## src/rtl/masked_hpc3_stream_mul.sv

```systemverilog
// Flow-controlled multi-lane HPC3 masked multiplier over GF(2^BIT_WIDTH).
// Share s of lane l is at [(l*NUM_SHARES+s)*BIT_WIDTH +: BIT_WIDTH]; r/p use qindex slots per lane the same way.
module masked_hpc3_stream_mul #(
  parameter int NUM_SHARES = 2,
  parameter int BIT_WIDTH  = 4,
  parameter int NUM_LANES  = 1,
  parameter int OUT_REG    = 1
) (
  input  logic                                                        in_clock,
  input  logic                                                        in_reset,
  input  logic [NUM_LANES*NUM_SHARES*BIT_WIDTH-1:0]                   in_a,
  input  logic [NUM_LANES*NUM_SHARES*BIT_WIDTH-1:0]                   in_b,
  input  logic [NUM_LANES*(NUM_SHARES*(NUM_SHARES-1)/2)*BIT_WIDTH-1:0] in_r,
  input  logic [NUM_LANES*(NUM_SHARES*(NUM_SHARES-1)/2)*BIT_WIDTH-1:0] in_p,
  input  logic                                                        in_valid,
  output logic                                                        in_ready,
  output logic [NUM_LANES*NUM_SHARES*BIT_WIDTH-1:0]                   out_c,
  output logic                                                        out_valid,
  input  logic                                                        out_ready
);
  localparam int W  = BIT_WIDTH;
  localparam int NQ = NUM_SHARES * (NUM_SHARES - 1) / 2;
  localparam int NP = NUM_SHARES * (NUM_SHARES - 1);
  localparam int SW = NUM_LANES * NUM_SHARES * W;
  localparam int PW = NUM_LANES * NP * W;
  // Low-order terms of the field polynomial (x^4+x+1 style; AES polynomial for bytes).
  localparam logic [W-1:0] RED = W'((W == 8) ? 32'h1b : ((W == 1) ? 32'h0 : 32'h3));

  function automatic int qindex(input int i, input int j);
    int lo, hi;
    lo = (i < j) ? i : j;
    hi = (i < j) ? j : i;
    return lo * NUM_SHARES - (lo * (lo + 1)) / 2 + (hi - lo - 1);
  endfunction

  // Dense slot for the ordered pair (i,j), j != i.
  function automatic int pindex(input int i, input int j);
    return i * (NUM_SHARES - 1) + ((j < i) ? j : j - 1);
  endfunction

  function automatic logic [W-1:0] gf_mul(input logic [W-1:0] x, input logic [W-1:0] y);
    logic [W-1:0] acc, sh;
    acc = '0;
    sh  = x;
    for (int k = 0; k < W; k++) begin
      if (y[k]) acc = acc ^ sh;
      sh = (sh << 1) ^ (sh[W-1] ? RED : '0);
    end
    return acc;
  endfunction

  logic          s1_valid_q, s1_valid_d;
  logic          s1_adv, load;
  logic [SW-1:0] a_q, a_d, c_comb;
  logic [PW-1:0] v_q, v_d, w_q, w_d;
  logic [PW-1:0] v_in, w_in, prod;

  assign in_ready = !s1_valid_q || s1_adv;
  assign load     = in_valid && in_ready;

  for (genvar gl = 0; gl < NUM_LANES; gl++) begin : g_lane
    for (genvar gi = 0; gi < NUM_SHARES; gi++) begin : g_share
      for (genvar gj = 0; gj < NUM_SHARES; gj++) begin : g_pair
        if (gj != gi) begin : g_cross
          localparam int  Q       = gl * NQ + qindex(gi, gj);
          localparam int  P       = gl * NP + pindex(gi, gj);
          localparam int  SI      = gl * NUM_SHARES + gi;
          localparam int  SJ      = gl * NUM_SHARES + gj;
          localparam bit  SPECIAL = (gi == 0) ? (gj == 1) : (gj == 0);
          logic [W-1:0] c_ij;
          // The one special partner folds b_i into the correction term.
          assign c_ij = SPECIAL ? (in_b[SI*W +: W] ^ in_r[Q*W +: W]) : in_r[Q*W +: W];
          assign v_in[P*W +: W] = in_r[Q*W +: W] ^ in_b[SJ*W +: W];
          assign w_in[P*W +: W] = in_p[Q*W +: W] ^ gf_mul(in_a[SI*W +: W], c_ij);
          assign prod[P*W +: W] = gf_mul(a_q[SI*W +: W], v_q[P*W +: W]) ^ w_q[P*W +: W];
        end
      end
    end
  end

  always_comb begin
    c_comb = '0;
    for (int l = 0; l < NUM_LANES; l++)
      for (int i = 0; i < NUM_SHARES; i++)
        for (int j = 0; j < NUM_SHARES; j++)
          if (j != i) c_comb[(l*NUM_SHARES+i)*W +: W] ^= prod[(l*NP+pindex(i, j))*W +: W];
  end

  always_comb begin
    s1_valid_d = s1_valid_q;
    a_d        = a_q;
    v_d        = v_q;
    w_d        = w_q;
    if (load) begin
      s1_valid_d = 1'b1;
      a_d        = in_a;
      v_d        = v_in;
      w_d        = w_in;
    end else if (s1_adv) begin
      s1_valid_d = 1'b0;
    end
  end

  always_ff @(posedge in_clock or negedge in_reset) begin
    if (!in_reset) begin
      s1_valid_q <= 1'b0;
      a_q        <= '0;
      v_q        <= '0;
      w_q        <= '0;
    end else begin
      s1_valid_q <= s1_valid_d;
      a_q        <= a_d;
      v_q        <= v_d;
      w_q        <= w_d;
    end
  end

  if (OUT_REG != 0) begin : g_out_reg
    logic          s2_valid_q, s2_valid_d;
    logic [SW-1:0] c_q, c_d;

    assign s1_adv = !s2_valid_q || out_ready;

    always_comb begin
      s2_valid_d = s2_valid_q;
      c_d        = c_q;
      if (s1_adv) begin
        s2_valid_d = s1_valid_q;
        if (s1_valid_q) c_d = c_comb;
      end
    end

    always_ff @(posedge in_clock or negedge in_reset) begin
      if (!in_reset) begin
        s2_valid_q <= 1'b0;
        c_q        <= '0;
      end else begin
        s2_valid_q <= s2_valid_d;
        c_q        <= c_d;
      end
    end

    assign out_c     = c_q;
    assign out_valid = s2_valid_q;
  end else begin : g_out_comb
    assign s1_adv    = out_ready;
    assign out_c     = c_comb;
    assign out_valid = s1_valid_q;
  end

endmodule

```

## config.mk

```make
export PLATFORM = sky130hd
export DESIGN_NAME = masked_hpc3_stream_mul
export DESIGN_NICKNAME = d
export VERILOG_FILES = /design/src/rtl/masked_hpc3_stream_mul.sv
export SDC_FILE = /design/constraint.sdc
export NUM_CORES = 1
export LEC_CHECK = 0
export BUFFER_PORTS_ARGS = -buffer_cell sky130_fd_sc_hd__buf_2
export CELL_PAD_IN_SITES_DETAIL_PLACEMENT = 0
export CELL_PAD_IN_SITES_GLOBAL_PLACEMENT = 1
export CORE_ASPECT_RATIO = 2
export CORE_MARGIN = 3
export CORE_UTILIZATION = 40
export CTS_BUF_LIST = sky130_fd_sc_hd__clkbuf_4 sky130_fd_sc_hd__clkbuf_8
export DETAILED_ROUTE_END_ITERATION = 8
export GPL_TIMING_DRIVEN = 1
export HOLD_SLACK_MARGIN = 0.08
export PLACE_DENSITY_LB_ADDON = 0.1
export SLEW_MARGIN = 20
export SYNTH_ARGS = -nofsm -noshare
export SYNTH_HDL_FRONTEND = slang
export SYNTH_SLANG_ARGS = --single-unit
```

## constraint.sdc

```tcl
create_clock -name in_clock -period 1.5 [get_ports in_clock]
set_clock_uncertainty 0.1 [all_clocks]
set_input_delay 0 -clock in_clock [delete_from_list [all_inputs] [get_ports in_clock]]
set_output_delay 0 -clock in_clock [all_outputs]
set_load 0.01 [all_outputs]
```

==> metrics.json <==
{
  "run_status": {
    "outcome": "finished clean"
  },
  "placed_design": {
    "routabilityCongestion": 0.8067,
    "portBuffers": 37,
    "post-place-ws_ns": -0.01487,
    "detailedPlacementHpwl_um": 4135
  },
  "global_route": {
    "largest_net_degree_at_the_start_of_global_routing": 35,
    "antenna_found_initial": 0,
    "gr-usage-all-layers_pct": 16.90,
    "grt_first_pass_wirelength_um": 8873,
    "gr-total-overflow": 0,
    "grt_pass1_vias": 2021
  },
  "routing": {
    "drt-total-wl_um": 5626,
    "drt-initial-drc-count": 47,
    "num_vias": 2050,
    "drt_first_pass_iters": 4,
    "routed_wire_length_per_instance_um": 13.56,
    "avgViaCountPerCell": 4.940,
    "route.detailed.drc": 0,
    "antenna_violating_nets_post_route": 0
  },
  "clocking": {
    "clock_tree_from_tritoncts": "done",
    "htreeDepth": 2,
    "cts_inserted_buffers": 5,
    "clk_tree_root_cell": "clkbuf_8",
    "clockBufferDepth": 2,
    "clkLatencyLatePin_ns": 0.29,
    "clock-sinks": 34,
    "clk_transition_reported_paths_ns": 0.07
  },
  "synth": {
    "syn-cell-area_um2": 2397,
    "synth-seq-cells": 34,
    "synth-seq-area-share_pct": 35.49,
    "asyncSetResetFlopFracSynth_pct": 100.0,
    "synth_nets": 312,
    "syn-mean-instance-area_um2": 8.441,
    "post_synth_main_area_contributors": "dfrtp_1 35%, xnor2_1 20%, nand2_1 10%",
    "synthTopCellsByCount": "66 x nand2_1, 56 x xnor2_1, 34 x dfrtp_1",
    "postSynth.topFlopCell": "dfrtp_1",
    "synth-edff-count": 0,
    "synth_most_common_cell": "nand2_1",
    "synth_top_cell_area_share_pct": 35.49,
    "postSynthCellCount": 284,
    "yosysUniqueCellTypes": 25,
    "synth.yosys.warnings": 0,
    "yosysTopAreaCell": "dfrtp_1"
  },
  "critical_path": {
    "worstPathRequired_ns": 1.58,
    "crit_path_max_fanout": 6,
    "crit_family": "XOR/XNOR gates",
    "cpPeakStageDelay_ns": 0.46,
    "worstSetupEndpointType": "flip-flop",
    "critPathBufInv": 1,
    "timing.critical_path.from": "a_q[6]",
    "timing.setup.critical_path_class": "reg2reg",
    "timing.rr.start": "a_q[6]",
    "cp-start-kind": "flip-flop",
    "critPathArrivalTime_ns": 1.55,
    "worst_path_most_repeated_cell": "xnor2_1",
    "critical_path.cell_chain": "buf_6 > xnor2_2 > a21oi_2 > xnor2_1 > xnor2_1 > o21ai_1",
    "cp_slowest_cell": "dfrtp_2"
  },
  "sta": {
    "finalWorstSetupSlack_ns": 0.03866,
    "report.final.setup_viol": 0,
    "fmax_ghz": 0.6843,
    "timing.setup.tns_ns": 0,
    "rsz0062_at_grt": "yes",
    "worst_slew_pin_slew_ns": 0.4377,
    "period_minus_slack_ns": 1.461,
    "slew_viol_final": 0,
    "timing_hold_violations_final": 0,
    "timing.slew.headroom_pct": 70.61,
    "final_min_period_over_clock_period_pct": 97.42
  },
  "final_layout": {
    "n_antenna_cell": 0,
    "drive_gt1_share_pct": 29.38,
    "fillerInstances": 578,
    "design.final.nets": 381,
    "areaGrowthSynthToFinish_pct": 34.29
  },
  "power_and_ir_drop": {
    "static-leakage-power_uw": 0.001399,
    "power_per_cell_area_nw_per_um2": 1171,
    "peakVddDrop_v": 0.0004821
  },
  "min_path": {
    "min-delay-path-class": "in2reg",
    "worstHoldStart": "in_r[0]"
  },
  "floorplan": {
    "floorplan.core_area_um2": 5758,
    "die_x_um": 60.74,
    "row_count": 39,
    "die_h_um": 115.5,
    "floorplan.io_pins": 38,
    "floorplan.initialDensity_pct": 41.63,
    "fp.dieArea_um2": 7014
  },
  "job": {
    "maxCapViolations": 0
  }
}
-- layout make-up --
| cell class | instances | area, um2 | area share, % |
|---|---|---|---|
| multi-input cells | 232 | 1598 | 49.63 |
| flip-flops and latches | 34 | 862.1 | 26.78 |
| clock inverters | 3 | 21.27 | 0.6607 |
| repair buffers | 76 | 578.1 | 17.96 |
| clock buffers | 5 | 68.82 | 2.138 |
| inverters | 4 | 15.01 | 0.4664 |
| well taps | 61 | 76.32 | 2.371 |
-- repair_timing --
action | CTS | global route
buffers inserted | 0 | 2
endpoints found under the hold margin | 54 | 0
pin swaps | 0 | 15
resized for setup | 3 | 39
hold buffers | 21 | 0
cloned | 0 | 1
setup endpoints to repair | 3 | 20
-- kinds of logic after synthesis --
logic type / after synthesis / synth area share (%)
multiplexers: 12 / 5.428
AO/OA/AOI/OAI: 46 / 10.33
buffers and inverters: 18 / 3.131
AND/OR/NAND/NOR: 97 / 16.86
flip-flops: 34 / 35.49
XOR/XNOR: 77 / 28.76
-- path summary, 6_finish.rpt --
check                      depth (start not counted)  slack (ns)  endpoint
min                                                3        0.08    v_q[4]
max reg2reg                                        6        0.04  out_c[5]
min in group asynchronous                          3        0.16    w_q[0]
max in group asynchronous                          3        0.81    a_q[7]
max                                                6        0.04  out_c[5]
min reg2reg                                        2        0.37  out_c[3]
-- placed cells by master, fill, tap and decap left out, types with 5 or more instances in the layout --
cell	count
nand2_1	65
xnor2_1	50
buf_2	34
dfrtp_1	25
dlygate4sd3_1	20
o21ai_0	18
buf_4	16
xor2_1	14
nor2_1	13
o21ai_1	9
dfrtp_2	9
mux2_2	8
xnor2_2	8
a21oi_1	8
nand2b_1	5
xor2_2	5
clkbuf_8	5
-- layer usage --
layer / up-vias / part of all wire, % / global-route usage [%]
li1: 1044 / - / -
met1: 948 / 36 / 16.28
met2: 46 / 58 / 32.45
met3: 12 / 2.7 / 2.453
met4: 0 / 3.5 / 8.538
met5: - / 0 / 0
-- through the flow --
step	hold WS, ns	power [uW]	area [um2]	cells	utilization, %
final	0.07521	3769	3219	415	55.91
after floorplan	-0.3956	2478	2397	284	-
after detailed placement	-0.04422	2931	2731	384	47.44
after CTS	0.08896	3660	3035	413	52.72
after global routing	0.08369	4086	3219	415	55.91
after global placement	-0.04439	2908	2731	384	47.44
-- registers in the layout, summed over array words and instances (netlist names) --
signal	flops
s1_valid_q	1
v_q	8
out_c	8
w_q	8
out_valid	1
a_q	8
-- worst register-to-register path: cells and delay by family, from the launching register on --
family / cells / cell delay, ns
xor+xnor: 3 / 0.50
flops: 1 / 0.46
compound gates: 2 / 0.15
buf+inv: 1 / 0.15
-- power breakdown --
group          internal [uW]  total (uW)  switching [uW]
clock                    326         680             354
combinational            896        1680             786
sequential              1170        1410             236
Power figures use the tool's default switching activity.
